File: src/rtl/pll_lock_reset_ctrl.sv
// Reset sequencer driven by the CCC PLL lock: waits for stable lock, releases the
// fabric reset, then the core reset, and re-asserts both on lock loss or external reset.
module pll_lock_reset_ctrl #(
  parameter int SYNC_STAGES        = 2,
  parameter int LOCK_STABLE_CYCLES = 1024,
  parameter int CORE_DELAY_CYCLES  = 16,
  parameter int LOSS_CNT_W         = 8
) (
  input  logic                  CLK,
  input  logic                  RESET,
  input  logic                  PLL_LOCK,
  input  logic                  EXT_RST_N,
  input  logic                  CLR_LOST,
  output logic                  FABRIC_RESET_N,
  output logic                  CORE_RESET_N,
  output logic                  LOCK_LOST,
  output logic [LOSS_CNT_W-1:0] LOSS_COUNT
);

  localparam int CNT_MAX = (LOCK_STABLE_CYCLES > CORE_DELAY_CYCLES) ?
                           LOCK_STABLE_CYCLES : CORE_DELAY_CYCLES;
  localparam int CNT_W   = (CNT_MAX > 1) ? $clog2(CNT_MAX) : 1;
  localparam logic [CNT_W-1:0] STABLE_LAST = CNT_W'(LOCK_STABLE_CYCLES - 1);
  localparam logic [CNT_W-1:0] CORE_LAST   = CNT_W'(CORE_DELAY_CYCLES - 1);

  typedef enum logic [1:0] {
    WAIT_LOCK = 2'd0,
    STABLE    = 2'd1,
    FAB_REL   = 2'd2,
    RUN       = 2'd3
  } state_t;

  logic [SYNC_STAGES-1:0] lock_sync_q;
  logic [SYNC_STAGES-1:0] ext_sync_q;
  logic                   lock_s;
  logic                   ext_s;
  logic                   ok;
  logic                   loss_event;

  state_t                 state_q;
  logic [CNT_W-1:0]       cnt_q;
  logic                   fab_rst_n_q;
  logic                   core_rst_n_q;
  logic                   lock_lost_q;
  logic [LOSS_CNT_W-1:0]  loss_cnt_q;

  always_ff @(posedge CLK or posedge RESET) begin
    if (RESET) begin
      lock_sync_q <= '0;
      ext_sync_q  <= '0;
    end else begin
      lock_sync_q <= {lock_sync_q[SYNC_STAGES-2:0], PLL_LOCK};
      ext_sync_q  <= {ext_sync_q[SYNC_STAGES-2:0], EXT_RST_N};
    end
  end

  assign lock_s = lock_sync_q[SYNC_STAGES-1];
  assign ext_s  = ext_sync_q[SYNC_STAGES-1];
  assign ok     = lock_s & ext_s;

  // Only a lock drop after fabric release is a loss; external reset alone is not.
  assign loss_event = ((state_q == FAB_REL) || (state_q == RUN)) && !lock_s;

  always_ff @(posedge CLK or posedge RESET) begin
    if (RESET) begin
      state_q      <= WAIT_LOCK;
      cnt_q        <= '0;
      fab_rst_n_q  <= 1'b0;
      core_rst_n_q <= 1'b0;
      lock_lost_q  <= 1'b0;
      loss_cnt_q   <= '0;
    end else begin
      if (loss_event) begin
        lock_lost_q <= 1'b1;
      end else if (CLR_LOST) begin
        lock_lost_q <= 1'b0;
      end

      if (loss_event && (loss_cnt_q != '1)) begin
        loss_cnt_q <= loss_cnt_q + LOSS_CNT_W'(1);
      end

      case (state_q)
        WAIT_LOCK: begin
          cnt_q        <= '0;
          fab_rst_n_q  <= 1'b0;
          core_rst_n_q <= 1'b0;
          if (ok) begin
            state_q <= STABLE;
          end
        end
        STABLE: begin
          if (!ok) begin
            state_q <= WAIT_LOCK;
            cnt_q   <= '0;
          end else if (cnt_q == STABLE_LAST) begin
            state_q     <= FAB_REL;
            cnt_q       <= '0;
            fab_rst_n_q <= 1'b1;
          end else begin
            cnt_q <= cnt_q + CNT_W'(1);
          end
        end
        FAB_REL, RUN: begin
          // Dropping out of service asserts both resets on the same edge.
          if (!ok) begin
            state_q      <= WAIT_LOCK;
            cnt_q        <= '0;
            fab_rst_n_q  <= 1'b0;
            core_rst_n_q <= 1'b0;
          end else if (state_q == FAB_REL) begin
            if (cnt_q == CORE_LAST) begin
              state_q      <= RUN;
              cnt_q        <= '0;
              core_rst_n_q <= 1'b1;
            end else begin
              cnt_q <= cnt_q + CNT_W'(1);
            end
          end
        end
        default: begin
          state_q      <= WAIT_LOCK;
          cnt_q        <= '0;
          fab_rst_n_q  <= 1'b0;
          core_rst_n_q <= 1'b0;
        end
      endcase
    end
  end

  assign FABRIC_RESET_N = fab_rst_n_q;
  assign CORE_RESET_N   = core_rst_n_q;
  assign LOCK_LOST      = lock_lost_q;
  assign LOSS_COUNT     = loss_cnt_q;

endmodule
File: config.mk
export PLATFORM = sky130hd
export DESIGN_NAME = pll_lock_reset_ctrl
export DESIGN_NICKNAME = d
export VERILOG_FILES = /design/src/rtl/pll_lock_reset_ctrl.sv
export SDC_FILE = /design/constraint.sdc
export NUM_CORES = 1
export LEC_CHECK = 0
export CORE_ASPECT_RATIO = 1.25
export CORE_MARGIN = 5
export CORE_UTILIZATION = 49
export DETAILED_ROUTE_END_ITERATION = 10
export PLACE_DENSITY_LB_ADDON = 0.05
export SETUP_SLACK_MARGIN = 0.4
export SLEW_MARGIN = 15
export SYNTH_ARGS = -nofsm -noshare
export SYNTH_HDL_FRONTEND = slang
export SYNTH_SLANG_ARGS = --single-unit
File: constraint.sdc
create_clock -name CLK -period 1.6 [get_ports CLK]
set_clock_uncertainty 0.2 [all_clocks]
set_input_delay 0.4 -clock CLK [delete_from_list [all_inputs] [get_ports CLK]]
set_output_delay 0.4 -clock CLK [all_outputs]
set_load 0.02 [all_outputs]
After elaboration in Yosys (flattened, before gate mapping)
Cells that the tools add are included.
{"block": "totals", "reg_bits": 27, "output_inout_bits": 11}
{"block": "op_classes", "add_sub_neg": 2, "eq_ne": 13, "muxes": 23, "bitwise": 1, "reduce_logical": 11}
{"cell": "$mux W10", "n": 5}
{"cell": "$pmux W10 S3", "n": 1}
{"cell": "$mux W2", "n": 6}
{"cell": "$add A10 B1 Y10 const B", "n": 1}
{"cell": "$eq A10 B10 Y1 const B", "n": 1}
{"cell": "$eq A10 B4 Y1 const B", "n": 1}
{"cell": "$ne A3 B3 Y1 const B", "n": 3}
{"cell": "$add A8 B1 Y8 const B", "n": 1}
{"cell": "$mux W1", "n": 8}
{"cell": "$ne A2 B2 Y1 const B", "n": 4}
{"cell": "$ne A8 B8 Y1 const B", "n": 1}
{"cell": "$pmux W2 S3", "n": 1}
{"cell": "$reduce_and A3 Y1", "n": 2}
{"cell": "$eq A2 B2 Y1 const B", "n": 2}
{"cell": "$reduce_and A4 Y1", "n": 1}
{"cell": "$reduce_bool A2 Y1", "n": 2}
{"cell": "$pmux W1 S3", "n": 1}
{"cell": "$eq A2 B1 Y1 const B", "n": 1}
{"cell": "$logic_and A1 B1 Y1", "n": 2}
{"cell": "$logic_not A2 Y1", "n": 1}
{"cell": "$pmux W1 S2", "n": 1}
{"cell": "$reduce_or A2 Y1", "n": 1}
{"cell": "$and A1 B1 Y1", "n": 1}
{"cell": "$logic_not A1 Y1", "n": 1}
{"cell": "$logic_or A1 B1 Y1", "n": 1}

Depth between registers and ports, before layout
{"block": "depth", "ltp_word": 5, "ltp_mapped": 6, "ltp_nobuf": 5}

Worst setup path before layout
OpenSTA, ideal clock, no wires.
{"block": "synth_timing", "path_type": "register -> register", "start": "reg loss_cnt_q[0] (netlist: LOSS_COUNT[0])", "end": "reg loss_cnt_q[7] (netlist: LOSS_COUNT[7])", "arrival_ps": 1466, "required_ps": 1262, "setup_slack_ps": -204, "stages_incl_launch_ff": 6, "path_cell_list": "dfrtp_1 > ha_1 > nand2_1 > o311ai_4 > nor4_1 > xor2_1"}
{"block": "synth_via", "elab_chain_cells": 2, "elab_cells_between_ends": 3, "classes_between": "add/sub: 1; eq/ne: 1; reduce/logical: 1"}
{"element": "start: declaration", "line_no": "45", "source": "logic [LOSS_CNT_W-1:0] loss_cnt_q;"}
{"element": "start signal: assignment", "line_no": "80", "source": "loss_cnt_q <= loss_cnt_q + LOSS_CNT_W'(1);"}
{"element": "branches (longest 2 deep; another with $add A8 B1 Y8)"}
Several ways; the timed one is not identified.
A chain may end at the register's enable or synchronous reset.

Worst setup path in the final report
{"block": "layout_timing", "start": "reg loss_cnt_q[1] (netlist: LOSS_COUNT[1])", "end": "reg loss_cnt_q[7] (netlist: LOSS_COUNT[7])"}
The elaborated chain is that of the path after synthesis.

==> run metrics <==
critical path's slowest cell dfrtp_2; Critical Path RT 1.65 ns; area delta synth->final 53.7%; Post-DP Area 0.00185 mm^2; All-Layer GR Usage 0.186; layout cells sized above 1 0.532; worst skew pair latency 0.32 ns; commonest non-fill, non-tap cell in the layout buf_4; ant diodes 0; Yosys cell types 39; final setup vio count 13; post-route cell area between 0.002 and 0.0025 mm^2; Setup TNS Final -0.256 ns; first-pass GRT wire length just under 6000 um; period utilisation layout 1.03; min cycle time layout 1.66 ns; grt met3 use 0.0261; clock buffer depth 2; Core Region approximately 0.0027 mm^2; initial DRC count 32; commonest cells after routing, fill and taps aside buf_4 (35), dfrtp_1 (21), buf_6 (15), inv_1 (11); number of global-route vias before repair 1283; Initial Utilization 0.512; Worst setup SP type flip-flop; grt met2 use 0.327; Synth Warn # 0; Setup WS post-layout -0.0553 ns; final slew viol count 0; Buf/Inv on CP 1; die area roughly 0.0040 mm^2; CTS Buf Count 3; Setup WS pre-CTS -0.0206 ns; grt ovf 0; vias per std cell roughly 5.5; Cell Rows 21; status finished with violations; clk slew on worst S/H paths 0.15 ns; number of remaining DRC errors 0; I/O pin total 16; TritonRoute pass-1 iters 4; CTS Hold Bufs 0; CTS root buf clkbuf_4; initial antenna violation count 0; PortBufs 15; H-tree levels 1; synthesized area roughly 0.0014 mm^2; CTS Sinks 27; routability cong. 0.788; Post-Route WL 3560 um; fmax 604 MHz; Die Span Y 69.4 um; CTS tree built; Worst Hold Class reg2reg; wire per inst roughly 16 um; # Max-Cap Violations 0; failing checks negative setup slack; Max-Slew Margin vs Limit 0.778; maximum vdd drop 0.560 mV; Final Hold Viols 0; Mapped Avg Cell Area between 10 and 15 um^2; via count 1199; largest net degree at the start of global routing 28; Die X roughly 58 um; Slowest Stage Delay on Critical Path 0.48 ns; synthesized net count between 100 and 150; CP max FO 4; Syn Inst Count 131; unrepaired setup endpoints after global routing true; cell family with most CP delay flip-flops; final core occ 0.787; Yosys reg bits 27; grt met1 use 0.212; post-DP HPWL 2340 um; Least-Margin Pin Slew 0.331 ns; Static Leakage approximately 0.95 nW; ANT nets after route 0; post-synthesis sequential area ratio 0.488; Critical Path AT 1.71 ns; final net count about 190; sequence of cells on the critical path ha_4 -> nand2_4 -> o311ai_4 -> buf_6 -> nor4_4 -> xor2_1; Crit Path Class reg2reg; r2r setup slk -0.06 ns; Worst Setup End Kind flip-flop; PD cells 497 mW/mm^2; global routing's busiest layer met2
[layout make-up]
type                    count  area [um^2]
flip-flops and latches     27          683
multi-input cells          88          836
inverters                  12         48.8
well taps                  34         42.5
repair buffers             55          492
fillers                   183          577
clock inverters             1         5.00
clock buffers               3         22.5
[metal layers]
layer  routed length, um  part of all wire  up-vias
met5                   0                 0        -
met4                 102             0.029        0
met3                  82             0.023       10
met1                1400              0.39      593
met2                1970              0.55       18
li1                    -                 -      578
[sequential cells by signal (all words and copies together), names as in the netlist]
name	cells
lock_sync_q	2
LOSS_COUNT	8
CORE_RESET_N	1
LOCK_LOST	1
FABRIC_RESET_N	1
ext_sync_q	2
cnt_q	10
state_q	2
[cell families after synthesis]
logic type,after synthesis,share of synthesized area
compound gates,24,0.177
xor+xnor,12,0.0759
fa+ha+maj,2,0.0181
buf+inv,16,0.0515
flops,27,0.488
simple gates,50,0.190
[power by group]
group / internal, W / switching, W
Sequential: 0.000690 / 0.00000464
Combinational: 0.0000295 / 0.0000388
Clock: 0.0000936 / 0.000202
[final timing paths]
check / endpoint / startpoint / depth (start not counted)
max in group asynchronous: state_q[1]$_DFFE_PP0P_ / RESET / 3
max reg2reg: LOSS_COUNT[7]$_DFFE_PP0P_ / LOSS_COUNT[1]$_DFFE_PP0P_ / 6
max: LOSS_COUNT[7]$_DFFE_PP0P_ / LOSS_COUNT[1]$_DFFE_PP0P_ / 6
min reg2reg: ext_sync_q[1]$_DFF_PP0_ / ext_sync_q[0]$_DFF_PP0_ / 0
min in group asynchronous: ext_sync_q[0]$_DFF_PP0_ / RESET / 3
min: ext_sync_q[1]$_DFF_PP0_ / ext_sync_q[0]$_DFF_PP0_ / 0
[what timing repair did]
| action | CTS | global route |
|---|---|---|
| pin swaps | 12 | 10 |
| gates resized for setup | 79 | 18 |
| gates cloned | 0 | 0 |
| endpoints found under the setup margin | 33 | 34 |
| setup buffers | 8 | 5 |
[cell usage after synthesis]
cell type	n	area, um^2
dfrtp_1	27	676
nand2_1	13	48.8
inv_1	12	45.0
nor2_1	11	41.3
xor2_1	8	70.1
nand3_1	7	35.0
xnor2_1	4	35.0
a41oi_2	3	48.8
buf_2	3	15.0
nand4_1	3	18.8
nor3_1	3	15.0
o21ai_1	3	15.0
and2_1	2	12.5
and3_1	2	12.5
and4_1	2	17.5
ha_1	2	25.0
nand2b_1	2	12.5
o21a_1	2	15.0
o32ai_1	2	17.5
a2111o_1	1	11.3
a211oi_1	1	7.51
a21boi_0	1	7.51
a21o_1	1	7.51
a21oi_1	1	5.00
a31oi_1	1	6.26
and4_4	1	11.3
buf_6	1	11.3
nand4_2	1	12.5
nor2_2	1	6.26
nor4_1	1	6.26
nor4_2	1	12.5
o2111ai_1	1	8.76
o21ai_2	1	8.76
o221ai_4	1	26.3
o22ai_1	1	6.26
o311a_1	1	10.0
o311ai_1	1	8.76
o311ai_4	1	26.3
o31a_1	1	8.76
[worst reg2reg max path: cells and delay by family, from the launching register on]
kind                       cells  cell delay (ns)
xor gates and xnor gates       1             0.17
and+or+nand+nor                2             0.29
AOI/OAI and AO/OA              1             0.10
buffers and inverters          1             0.16
adders and majority gates      1             0.19
DFF                            1             0.48
[per-stage QoR]
step	hold slack (ns)	total power (W)	cells
final	0.173	0.00106	220
after global routing	0.176	0.00111	220
after CTS	0.174	0.00107	215
after detailed placement	0.141	0.000771	203
after global placement	0.133	0.000769	203
after floorplan	0.131	0.000737	131
No activity file was read; power rests on OpenSTA's default activity.
